--- src/rtl/rf_alu_sequencer_pkg.sv ---
// Shared types for the register-file ALU sequencer: ALU opcodes and controller states.
package rf_alu_sequencer_pkg;

   typedef enum logic [1:0] {
      OP_ADD  = 2'b00,
      OP_SUB  = 2'b01,
      OP_AND  = 2'b10,
      OP_PASS = 2'b11
   } op_e;

   typedef enum logic {
      ST_CLEAR = 1'b0,
      ST_RUN   = 1'b1
   } state_e;

endpackage

--- src/rtl/rf_alu_sequencer_if.sv ---
// Command handshake bundle between a command source (master) and the sequencer (slave).
interface rf_alu_sequencer_if #(
   parameter int A_WIDTH = 3
);
   logic               cmd_valid;
   logic               cmd_ready;
   logic [1:0]         cmd_op;
   logic [A_WIDTH-1:0] cmd_src0;
   logic [A_WIDTH-1:0] cmd_src1;
   logic [A_WIDTH-1:0] cmd_dst;

   modport master (
      output cmd_valid, cmd_op, cmd_src0, cmd_src1, cmd_dst,
      input  cmd_ready
   );

   modport slave (
      input  cmd_valid, cmd_op, cmd_src0, cmd_src1, cmd_dst,
      output cmd_ready
   );
endinterface

--- src/rtl/rf_alu_sequencer_alu.sv ---
// Combinational ALU shared by the writeback path and the operand bypass path.
module rf_alu_sequencer_alu
   import rf_alu_sequencer_pkg::*;
#(
   parameter int D_WIDTH = 8
) (
   input  op_e                op,
   input  logic [D_WIDTH-1:0] a,
   input  logic [D_WIDTH-1:0] b,
   output logic [D_WIDTH-1:0] result
);

   // Opcode decode; ADD/SUB wrap with no carry or borrow out.
   always_comb begin
      result = a;
      case (op)
         OP_ADD:  result = a + b;
         OP_SUB:  result = a - b;
         OP_AND:  result = a & b;
         OP_PASS: result = a;
         default: result = a;
      endcase
   end

endmodule

--- src/rtl/rf_alu_sequencer.sv ---
// Register-file ALU sequencer: clears the LUT RAM after reset, then runs 1-cycle ALU writebacks.
// Optional build macro RF_ALU_SEQUENCER_FWD_EN: bypass stage-2 result instead of stalling on RAW.
module rf_alu_sequencer
   import rf_alu_sequencer_pkg::*;
#(
   parameter int A_WIDTH = 3,
   parameter int D_WIDTH = 8
) (
   input  logic               clk,
   input  logic               rst,
   rf_alu_sequencer_if.slave  cmd,
   output logic [A_WIDTH-1:0] ram_r0_add,
   output logic [A_WIDTH-1:0] ram_r1_add,
   input  logic [D_WIDTH-1:0] ram_r0_data,
   input  logic [D_WIDTH-1:0] ram_r1_data,
   output logic               ram_we,
   output logic [A_WIDTH-1:0] ram_w_add,
   output logic [D_WIDTH-1:0] ram_w_data,
   output logic               res_valid,
   output logic [A_WIDTH-1:0] res_dst,
   output logic [D_WIDTH-1:0] res_data,
   output logic               busy
);

   localparam logic [A_WIDTH-1:0] CLR_LAST = {A_WIDTH{1'b1}};

   state_e             state_r;
   logic [A_WIDTH-1:0] clr_cnt_r;
   logic               s2_valid_r;
   op_e                s2_op_r;
   logic [A_WIDTH-1:0] s2_dst_r;
   logic [D_WIDTH-1:0] s2_a_r;
   logic [D_WIDTH-1:0] s2_b_r;

   logic [D_WIDTH-1:0] s2_res_s;
   logic [D_WIDTH-1:0] opa_s;
   logic [D_WIDTH-1:0] opb_s;
   logic               stall_s;
   logic               accept_s;

   rf_alu_sequencer_alu #(.D_WIDTH(D_WIDTH)) u_alu (
      .op     (s2_op_r),
      .a      (s2_a_r),
      .b      (s2_b_r),
      .result (s2_res_s)
   );

`ifdef RF_ALU_SEQUENCER_FWD_EN
   assign stall_s = 1'b0;
   assign opa_s   = (s2_valid_r && (cmd.cmd_src0 == s2_dst_r)) ? s2_res_s : ram_r0_data;
   assign opb_s   = (s2_valid_r && (cmd.cmd_src1 == s2_dst_r)) ? s2_res_s : ram_r1_data;
`else
   // The in-flight write only lands at the end of this cycle, so a matching read would be stale.
   assign stall_s = s2_valid_r && ((cmd.cmd_src0 == s2_dst_r) || (cmd.cmd_src1 == s2_dst_r));
   assign opa_s   = ram_r0_data;
   assign opb_s   = ram_r1_data;
`endif

   assign cmd.cmd_ready = (state_r == ST_RUN) && !stall_s;
   assign accept_s      = cmd.cmd_valid && cmd.cmd_ready;
   assign ram_r0_add    = cmd.cmd_src0;
   assign ram_r1_add    = cmd.cmd_src1;

   assign busy       = (state_r == ST_CLEAR);
   assign ram_we     = (state_r == ST_CLEAR) || s2_valid_r;
   assign ram_w_add  = (state_r == ST_CLEAR) ? clr_cnt_r : s2_dst_r;
   assign ram_w_data = (state_r == ST_CLEAR) ? {D_WIDTH{1'b0}} : s2_res_s;
   assign res_valid  = s2_valid_r && (state_r == ST_RUN);
   assign res_dst    = s2_dst_r;
   assign res_data   = s2_res_s;

   // Controller FSM: RAM clear sweep, then command capture into the stage-2 registers.
   always_ff @(posedge clk) begin
      if (rst) begin
         state_r    <= ST_CLEAR;
         clr_cnt_r  <= {A_WIDTH{1'b0}};
         s2_valid_r <= 1'b0;
         s2_op_r    <= OP_ADD;
         s2_dst_r   <= {A_WIDTH{1'b0}};
         s2_a_r     <= {D_WIDTH{1'b0}};
         s2_b_r     <= {D_WIDTH{1'b0}};
      end else begin
         case (state_r)
            ST_CLEAR: begin
               clr_cnt_r  <= clr_cnt_r + A_WIDTH'(1);
               s2_valid_r <= 1'b0;
               if (clr_cnt_r == CLR_LAST) begin
                  state_r <= ST_RUN;
               end else begin
                  state_r <= ST_CLEAR;
               end
            end
            ST_RUN: begin
               if (accept_s) begin
                  s2_valid_r <= 1'b1;
                  s2_op_r    <= op_e'(cmd.cmd_op);
                  s2_dst_r   <= cmd.cmd_dst;
                  s2_a_r     <= opa_s;
                  s2_b_r     <= opb_s;
               end else begin
                  s2_valid_r <= 1'b0;
               end
            end
            default: begin
               state_r    <= ST_CLEAR;
               clr_cnt_r  <= {A_WIDTH{1'b0}};
               s2_valid_r <= 1'b0;
            end
         endcase
      end
   end

endmodule

--- src/flat_wrapper.sv ---
// flat-port wrapper written by rule: the top's interface ports become plain ports
module rf_alu_sequencer_flat import rf_alu_sequencer_pkg::*;
#(
   parameter int A_WIDTH = 3,
   parameter int D_WIDTH = 8
)
  (clk, rst, ram_r0_add, ram_r1_add, ram_r0_data, ram_r1_data, ram_we, ram_w_add, ram_w_data, res_valid, res_dst, res_data, busy, cmd_cmd_valid, cmd_cmd_op, cmd_cmd_src0, cmd_cmd_src1, cmd_cmd_dst, cmd_cmd_ready);
  rf_alu_sequencer_if #(.A_WIDTH(A_WIDTH)) cmd_i ();
  input  logic clk;
  input  logic rst;
  output logic [A_WIDTH-1:0] ram_r0_add;
  output logic [A_WIDTH-1:0] ram_r1_add;
  input  logic [D_WIDTH-1:0] ram_r0_data;
  input  logic [D_WIDTH-1:0] ram_r1_data;
  output logic ram_we;
  output logic [A_WIDTH-1:0] ram_w_add;
  output logic [D_WIDTH-1:0] ram_w_data;
  output logic res_valid;
  output logic [A_WIDTH-1:0] res_dst;
  output logic [D_WIDTH-1:0] res_data;
  output logic busy;
  input wire logic [$bits(cmd_i.cmd_valid)-1:0] cmd_cmd_valid;
  input wire logic [$bits(cmd_i.cmd_op)-1:0] cmd_cmd_op;
  input wire logic [$bits(cmd_i.cmd_src0)-1:0] cmd_cmd_src0;
  input wire logic [$bits(cmd_i.cmd_src1)-1:0] cmd_cmd_src1;
  input wire logic [$bits(cmd_i.cmd_dst)-1:0] cmd_cmd_dst;
  output wire logic [$bits(cmd_i.cmd_ready)-1:0] cmd_cmd_ready;
  assign cmd_i.cmd_valid = cmd_cmd_valid;
  assign cmd_i.cmd_op = cmd_cmd_op;
  assign cmd_i.cmd_src0 = cmd_cmd_src0;
  assign cmd_i.cmd_src1 = cmd_cmd_src1;
  assign cmd_i.cmd_dst = cmd_cmd_dst;
  assign cmd_cmd_ready = cmd_i.cmd_ready;
  rf_alu_sequencer #(.A_WIDTH(A_WIDTH), .D_WIDTH(D_WIDTH)) u_core (.clk(clk), .rst(rst), .cmd(cmd_i), .ram_r0_add(ram_r0_add), .ram_r1_add(ram_r1_add), .ram_r0_data(ram_r0_data), .ram_r1_data(ram_r1_data), .ram_we(ram_we), .ram_w_add(ram_w_add), .ram_w_data(ram_w_data), .res_valid(res_valid), .res_dst(res_dst), .res_data(res_data), .busy(busy));
endmodule
--- config.mk ---
export PLATFORM = sky130hd
export DESIGN_NAME = rf_alu_sequencer_flat
export DESIGN_NICKNAME = d
export VERILOG_FILES = /design/src/rtl/rf_alu_sequencer_pkg.sv /design/src/rtl/rf_alu_sequencer_if.sv /design/src/rtl/rf_alu_sequencer_alu.sv /design/src/rtl/rf_alu_sequencer.sv /design/src/flat_wrapper.sv
export SDC_FILE = /design/constraint.sdc
export NUM_CORES = 1
export LEC_CHECK = 0
export BUFFER_PORTS_ARGS = -buffer_cell sky130_fd_sc_hd__buf_2
export CORE_ASPECT_RATIO = 2
export CORE_UTILIZATION = 25
export CTS_CLUSTER_DIAMETER = 150
export DETAILED_ROUTE_END_ITERATION = 10
export HOLD_SLACK_MARGIN = 0.08
export PLACE_DENSITY_LB_ADDON = 0.05
export SYNTH_ARGS = -nofsm -noshare
export SYNTH_HDL_FRONTEND = slang
export SYNTH_SLANG_ARGS = --single-unit
export TNS_END_PERCENT = 100
--- constraint.sdc ---
create_clock -name clk -period 3.4 [get_ports clk]
set_input_delay 0 -clock clk [delete_from_list [all_inputs] [get_ports clk]]
set_output_delay 0 -clock clk [all_outputs]
set_load 0.05 [all_outputs]
======== Word level (Yosys, flattened, before mapping) ========
Index checks and enable logic that the tools add are counted.
cells by class
  multipliers ............................. 0
  bitwise gates (word level) .............. 2
  div/mod/pow operators ................... 0
  $add $sub $neg .......................... 3
  multiplexer cells ....................... 7
  order comparisons ....................... 0
  equality and inequality tests ........... 6
  reductions and logical operators ........ 9
  shift operators ......................... 0
operators with widths
  operator                                       count
  case mux 8 bit (4 select lines)                1
  adder 8 bit                                    1
  AND 8 bit                                      1
  2-to-1 mux 8 bit                               1
  subtractor 8 bit                               1
  == test 3 bit                                  2
  == test 2 bit, second input constant           2
  logical AND 1 bit                              4
  adder 3 x 1 -> 3 bit, second input constant    1
  == test 3 bit, second input constant           1
  2-to-1 mux 1 bit                               3
  2-to-1 mux 3 bit                               1
  == test 2 x 1 -> 1 bit, second input constant  1
  logical NOT 2 bit                              1
  logical OR 1 bit                               2
  case mux 1 bit (2 select lines)                1
  AND reduction 2 bit                            1
  logical NOT 1 bit                              1
  inverter 1 bit                                 1
storage, ports and cells
  memories kept ........................... 0
  bits in latches ......................... 0
  register bits ........................... 26
  input port bits ......................... 30
  memory bits (writable) .................. 0
  bits in read-only memories .............. 0

======== Longest topological paths before layout ========
Gate-level depths: netlist of run 1.
  depth after elaboration ................. 8
  mapped depth ............................ 11
  depth with buffers taken out ............ 11

======== By module ========
From an unflattened synthesis of run 1, not the netlist that was laid out.
unflattened totals
  cells, all modules ...................... 222
  area, all modules ....................... 1980.6 um^2
by module, submodules not included
  module                times used  cells an instance  seq. area each (um^2)  area each (um^2)
  rf_alu_sequencer      1           139                520.5                  1373.8
  rf_alu_sequencer_alu  1           83                 0.0                    606.8

======== Least setup slack after synthesis of run 1 ========
Ideal clock, no wire load.
  kind .................................... register to output
  start ................................... reg u_core.s2_op_r[0]
  end ..................................... out ram_w_data[6]
  required time ........................... 3.400 ns
  cell stages (with the launch flop) ...... 11
  arrival ................................. 3.447 ns
  path slack .............................. -0.047 ns
  path through ............................ dfxtp_1 buf_6 nor2b_1 buf_6 mux2i_1 fa_1 a21o_1 a21oi_1 o21a_1 o311ai_1 and2_1
between the ends
  word-level cells in the longest chain between the ends .. 3
  elaborated cells on any way between the ends .. 6
  those cells by class .................... 3 x eq/ne; 2 x mux; 1 x reduce/logical
ends and longest elaborated chain
  element                                line                        text
  start: declaration                     rf_alu_sequencer.sv:30      op_e s2_op_r;
  start signal: assignment               rf_alu_sequencer.sv:96      s2_op_r <= op_e'(cmd.cmd_op);
  == test 2 bit (tied with other cells)  rf_alu_sequencer_alu.sv:16  case (op)
  case mux 8 bit (4 select lines) (*)    rf_alu_sequencer_alu.sv:16
  net res_data[6]                        flat_wrapper.sv:20          output logic [D_WIDTH-1:0] res_data;
  2-to-1 mux 8 bit (*)                   rf_alu_sequencer.sv:67      assign ram_w_data = (state_r == ST_CLEAR) ? {D_WIDTH{1'b0}} : s2_res_s;
  end: declaration                       flat_wrapper.sv:17          output logic [D_WIDTH-1:0] ram_w_data;
The timed path passes the listed nets; every way through them passes the cells marked *.

======== Final worst setup path of run 1 ========
  start ................................... reg u_core.s2_op_r[0]
  end ..................................... out ram_w_data[6]
between the ends
  word-level cells in the longest chain between the ends .. 3
  elaborated cells on any way between the ends .. 6
  those cells by class .................... 3 x eq/ne; 2 x mux; 1 x reduce/logical
ends and longest elaborated chain
  element                                line
  == test 2 bit (tied with other cells)  rf_alu_sequencer_alu.sv:16
  case mux 8 bit (4 select lines) (*)    rf_alu_sequencer_alu.sv:16
  2-to-1 mux 8 bit (*)                   rf_alu_sequencer.sv:67
Mark *: on every way between the ends. The rest lies on a longest branch, timed or not.

==> metrics, run 1 <==
Die H 129 µm; crit path buf inv count 1; DP HPWL 3.73 mm; sw power 196 µW; Synth top cells by count nand2b_1, mux2i_1, dfxtp_1; crit-path max cell delay 0.53 ns; Clock Pin Slew Worst Setup and Hold Paths 0.07 ns; register bit total from synthesis 26; initial antenna violation count 0; # rows 45; clk_skew 0.00404 ns; first-pass GRT wire length 8.29 mm; DRT Pass-1 Iters 4; R2R depth 6; FFs w/ async S/R, synth 0; PwrDens 279 nW/µm²; CTS H-tree lvls 1; worst hold-check path type in2reg; EDFF count, synth 0; reg2reg end u_core.s2_op_r[0]$_SDFFE_PP0P_; CTS tree yes; Vias 1744; unrepaired setup endpoints after global routing false; largest net degree at the start of global routing 48; post-cts resize count 0; cts bufs inserted 3; # diodes 0; reg-to-reg slack, setup 1.68 ns; final WL 4.99 mm; GRT overflow 0; Syn Inst Count 228; minimum clock period 3.05 ns; CP Class reg2out; P_leak 0.00111 µW; CTS sink count 26; drt via density 4.46; antenna viol nets, final 0; # DRC 0; FMAX 328 MHz; Synth Warn # 0; cells along the critical path nor2b_1 > mux2i_1 > fa_1 > a21o_1 > a21oi_1 > o2111ai_1 > o311ai_2 > and2_1 > buf_2; Syn Area/Cell 8.81 µm²; Combinational Power Share 0.202; clock group share of total power 0.367; crit path launch type flop; Seq/Total Area, Yosys 0.259; share of the synthesized area in the top cell type 0.259; io pins 62; layout cells sized above 1 0.256; root buffer cell clkbuf_16; crit path capture type output pin; critical path data required time 3.40 ns; Port-buffer cells 61; Sw Share 0.270; gr usage total 0.131; Rel. slew slack 0.571; maximum vdd drop 0.167 mV; WP data arrival 3.05 ns; top cell type by total area after synthesis dfxtp_1; worst slew pin tran 0.642 ns; die width 65.4 µm; Layout area overhead 29.5%; die area 8420 µm²; syn nets 270; Net count, final 341; CP endpoint ram_w_data[6]; Finished Core Util 0.340; Yosys cell types 39; main area contributors after synthesis dfxtp_1, mux2i_1, nand2b_1, ha_1, xnor2_1; Initial Utilization 0.262; P_int 529 µW; clock latency on the worst-skew pair 0.27 ns; Setup crit start u_core.s2_op_r[0]$_SDFFE_PP0P_; drt initial violations 49; main flop type after synthesis dfxtp_1; Fin. Hold Viols 0; CTS max path bufs 2; count leader, synth nand2b_1; setup TNS 0 ns; MaxCap Viol Count 0; critical-path maximum fanout 7; run status complete, no violations; setup violators final 0; instance count on the critical path 9; slowest library cell on the worst path nor2b_1; final worst path period share 0.897; sequential share of power 0.431; RR Startpoint u_core.res_dst[1]$_SDFFE_PP0P_; CP delay by family, top compound AO/OA/AOI/OAI gates; Final Max Tran Viols 0; core area 7660 µm²; routed len/inst 12.8 µm; Post-Syn Area 2010 µm²; gpl congestion 0.756; vias in the first global route 1748
[power groups by stage]
stage	Sequential, µW	Combinational [µW]	Clock, µW
CTS	312	149	278
finish	312	147	266
global placement	320	130	0
detailed placement	320	131	0
global route	313	159	293
floorplan	319	99.5	0
[metal layers]
metal	global-route usage	wire, µm	vias up
met5	0	0	-
met4	0.0639	129	0
met3	0.0160	164	8
met2	0.256	2760	50
met1	0.128	1940	790
li1	-	-	896
[cell usage in the layout (no fill, tap or decap), drive strengths merged, types with 2 or more instances in the layout]
master       Yosys  layout
dfxtp           26      26
nor2            14      14
xor2             8       8
dlygate4sd3      0      21
clkbuf           8       3
nor3             4       4
o211ai           5       5
mux2             3       3
and3             2       2
a21oi            7       7
xnor2            9       9
nand2            8       8
nand2b          42      42
mux2i           27      27
ha              11      11
nor2b            3       3
and2             9       9
inv              8       8
a31oi            2       2
o21ai            8       8
buf             12      65
[worst min-delay path by stage]
stage | start | end | slack (ns) | cells after the start
global route | rst | u_core.clr_cnt_r[0]$_SDFFE_PP0N_ | 0.30 | 2
CTS | rst | u_core.clr_cnt_r[0]$_SDFFE_PP0N_ | 0.27 | 2
global placement | cmd_cmd_dst[2] | u_core.res_dst[2]$_SDFFE_PP0P_ | 0.27 | 3
finish | rst | u_core.clr_cnt_r[0]$_SDFFE_PP0N_ | 0.25 | 2
detailed placement | ram_r0_data[6] | u_core.s2_a_r[6]$_SDFFE_PP0P_ | 0.27 | 3
floorplan | cmd_cmd_dst[1] | u_core.res_dst[1]$_SDFFE_PP0P_ | 0.16 | 2
[metrics by stage]
stage	hold WS [ns]	instances	cell area, µm²	power (µW)	setup WS, ns
5_1_grt	0.303	391	2600	765	0.0970
4_1_cts	0.267	391	2600	740	0.319
3_3_place_gp	0.266	367	2320	450	0.621
6_report	0.245	391	2600	725	0.350
3_5_place_dp	0.272	367	2320	450	0.622
2_1_floorplan	0.155	228	2020	418	0.122
[registers in the layout, summed over array words and instances (netlist names)]
signal / flops
u_core.clr_cnt_r: 3
u_core.res_dst: 3
u_core.s2_a_r: 8
u_core.s2_b_r: 8
u_core.s2_op_r: 2
u_core.s2_valid_r: 1
u_core.state_r: 1
[kinds of logic after synthesis]
family,after synthesis,share of synthesized area
and+or+nand+nor,86,0.247
DFF,26,0.259
xor gates and xnor gates,17,0.0741
muxes,30,0.151
buffers and inverters,28,0.0915
AOI/OAI and AO/OA,29,0.0984
adders and majority gates,12,0.0785
[final cells by class]
class	instances	area [µm²]
fillers	869	5060
repair buffers	86	546
multi-input cells	174	1310
well taps	94	118
flip-flops and latches	26	520
inverters	8	30.0
clock buffers	3	75.1
[what timing repair did]
item,4_1_cts,5_1_grt
endpoints found under the hold margin,21,0
setup buffers,0,0
hold buffers,21,0
Power figures use the tool's default switching activity.
==> inputs of run 2 (changes only) <==
--- a/config.mk
+++ b/config.mk
@@ -10,3 +10,3 @@
 export CORE_UTILIZATION = 25
-export CTS_CLUSTER_DIAMETER = 150
+export CTS_CLUSTER_DIAMETER = 40
 export DETAILED_ROUTE_END_ITERATION = 10
==> constraint.sdc (replaced) <==
create_clock -name clk -period 3.4 [get_ports clk]
set_input_delay 0.85 -clock clk [delete_from_list [all_inputs] [get_ports clk]]
set_output_delay 0.85 -clock clk [all_outputs]
set_load 0.05 [all_outputs]
==> run 2 against run 1 <==
  * Total power is 1.2% lower
  * Critical endpoint is now ram_w_data[5]
  * Core utilization up 0.85 points
  * Critical path depth is 2 higher
  * Highest routed layer unchanged
  * Largest power group unchanged
  * Worst hold slack gained 0.25 ns
==> metrics, run 2 (synthesis gave the netlist of run 1 again) <==
GRT overflow 0; Initial Utilization 0.262; gr usage total 0.126; setup violators final 0; P_leak 0.00111 µW; crit path capture type output pin; io pins 62; non-filler instance count after layout 380; worst slew pin tran 0.612 ns; clock latency on the worst-skew pair 0.26 ns; largest net degree at the start of global routing 48; WP data arrival 2.48 ns; # rows 45; # DRC 0; cts bufs inserted 3; Placed Cells 374; Clock Pin Slew Worst Setup and Hold Paths 0.06 ns; layout cells sized above 1 0.420; sequential share of power 0.437; root buffer cell clkbuf_16; drt initial violations 25; MaxCap Viol Count 0; drt via density 4.48; antenna viol nets, final 0; gpl congestion 0.753; Die H 129 µm; Finished Core Util 0.348; Vias 1701; critical-path maximum fanout 5; Net count, final 330; top flop regs u_core.s2_a_r: 8 flops, u_core.s2_b_r: 8 flops; CTS tree yes; routed len/inst 13.0 µm; Port-buffer cells 61; maximum vdd drop 0.166 mV; highest-count cells in the layout ignoring fill and taps buf_2, nand2b_1, mux2i_1, dfxtp_1; worst hold-check path type reg2reg; P_int 521 µW; initial antenna violation count 0; final worst path period share 0.979; reg-to-reg slack, setup 1.64 ns; Layout area overhead 32.7%; clock group share of total power 0.367; DRT Pass-1 Iters 4; Sw Share 0.272; hold buffer count at CTS 0; most common cell after layout, fill and taps aside buf_2; core area 7660 µm²; first-pass GRT wire length 7.98 mm; CTS sink count 26; PwrDens 269 nW/µm²; FMAX 301 MHz; crit path launch type flop; Rel. slew slack 0.592; placed cell areas 2400 µm²; run status complete, no violations; final WL 4.96 mm; sw power 195 µW; clk_skew 0.00338 ns; CP Class reg2out; final instance area 2670 µm²; vias in the first global route 1654; Fin. Hold Viols 0; DP HPWL 3.89 mm; Final Max Tran Viols 0; critical path data required time 2.55 ns; CTS max path bufs 2; Combinational Power Share 0.196; die width 65.4 µm; die area 8420 µm²; unrepaired setup endpoints after global routing true; # diodes 0; CTS H-tree lvls 1; minimum clock period 3.33 ns
-- run 2: changes by cell type in the layout (fill, tap and decap cells not counted), sizes merged --
| cell | change |
|---|---|
| clkbuf | +1 |
| buf | +9 |
| dlygate4sd3 | -21 |
-- run 2: power groups by stage --
stage | Clock (µW) | Combinational, µW | Sequential [µW]
after detailed placement | 0 | 133 | 320
after global routing | 288 | 151 | 314
after floorplan | 0 | 102 | 319
after CTS | 275 | 138 | 313
after global placement | 0 | 132 | 320
final | 263 | 140 | 313
-- run 2: what timing repair did --
action,CTS,global route
setup endpoints to repair,8,7
buffers inserted,0,3
pin swaps,7,16
gates resized for setup,27,23
-- run 2: layout make-up --
type / instances / area [µm²]
timing repair buffer: 75 / 462
tap: 94 / 118
multi-input combinational: 174 / 1460
inverter: 8 / 30.0
clock buffer: 3 / 75.1
sequential: 26 / 523
fill: 841 / 4990
-- run 2: worst paths after layout --
path | from | to | cells past startpoint
worst max-delay path | u_core.s2_op_r[0]$_SDFFE_PP0P_ | ram_w_data[5] | 11
worst min-delay path | u_core.s2_b_r[7]$_SDFFE_PP0P_ | u_core.s2_b_r[7]$_SDFFE_PP0P_ | 2
worst max register to register | u_core.res_dst[2]$_SDFFE_PP0P_ | u_core.s2_b_r[0]$_SDFFE_PP0P_ | 6
worst min register to register | u_core.s2_b_r[7]$_SDFFE_PP0P_ | u_core.s2_b_r[7]$_SDFFE_PP0P_ | 2
-- run 2: worst max-delay path: stages (launching register included) --
cell	delay, ns
dfxtp_1	0.32
nor2b_2	0.21
buf_4	0.19
nor2_2	0.05
xnor2_1	0.12
ha_1	0.32
a21oi_2	0.15
inv_1	0.06
a31oi_2	0.17
mux2i_1	0.24
and3_1	0.21
buf_6	0.16
-- run 2: per-layer routing --
layer / GRT usage / up-vias / wire length [µm]
met3: 0.0186 / 5 / 184
met2: 0.245 / 47 / 2770
met1: 0.127 / 774 / 1910
met5: 0 / - / 0
met4: 0.0575 / 0 / 95
li1: - / 875 / -
-- run 2: stage by stage --
stage | hold slack (ns) | setup TNS, ns | power (µW) | setup slack, ns
2_1_floorplan | 0.462 | -0.395 | 420 | -0.395
3_3_place_gp | 0.486 | 0 | 453 | 0.114
3_5_place_dp | 0.490 | 0 | 454 | 0.0844
4_1_cts | 0.502 | -0.0272 | 727 | -0.0269
5_1_grt | 0.525 | -0.255 | 752 | -0.0747
6_report | 0.500 | 0 | 716 | 0.0723
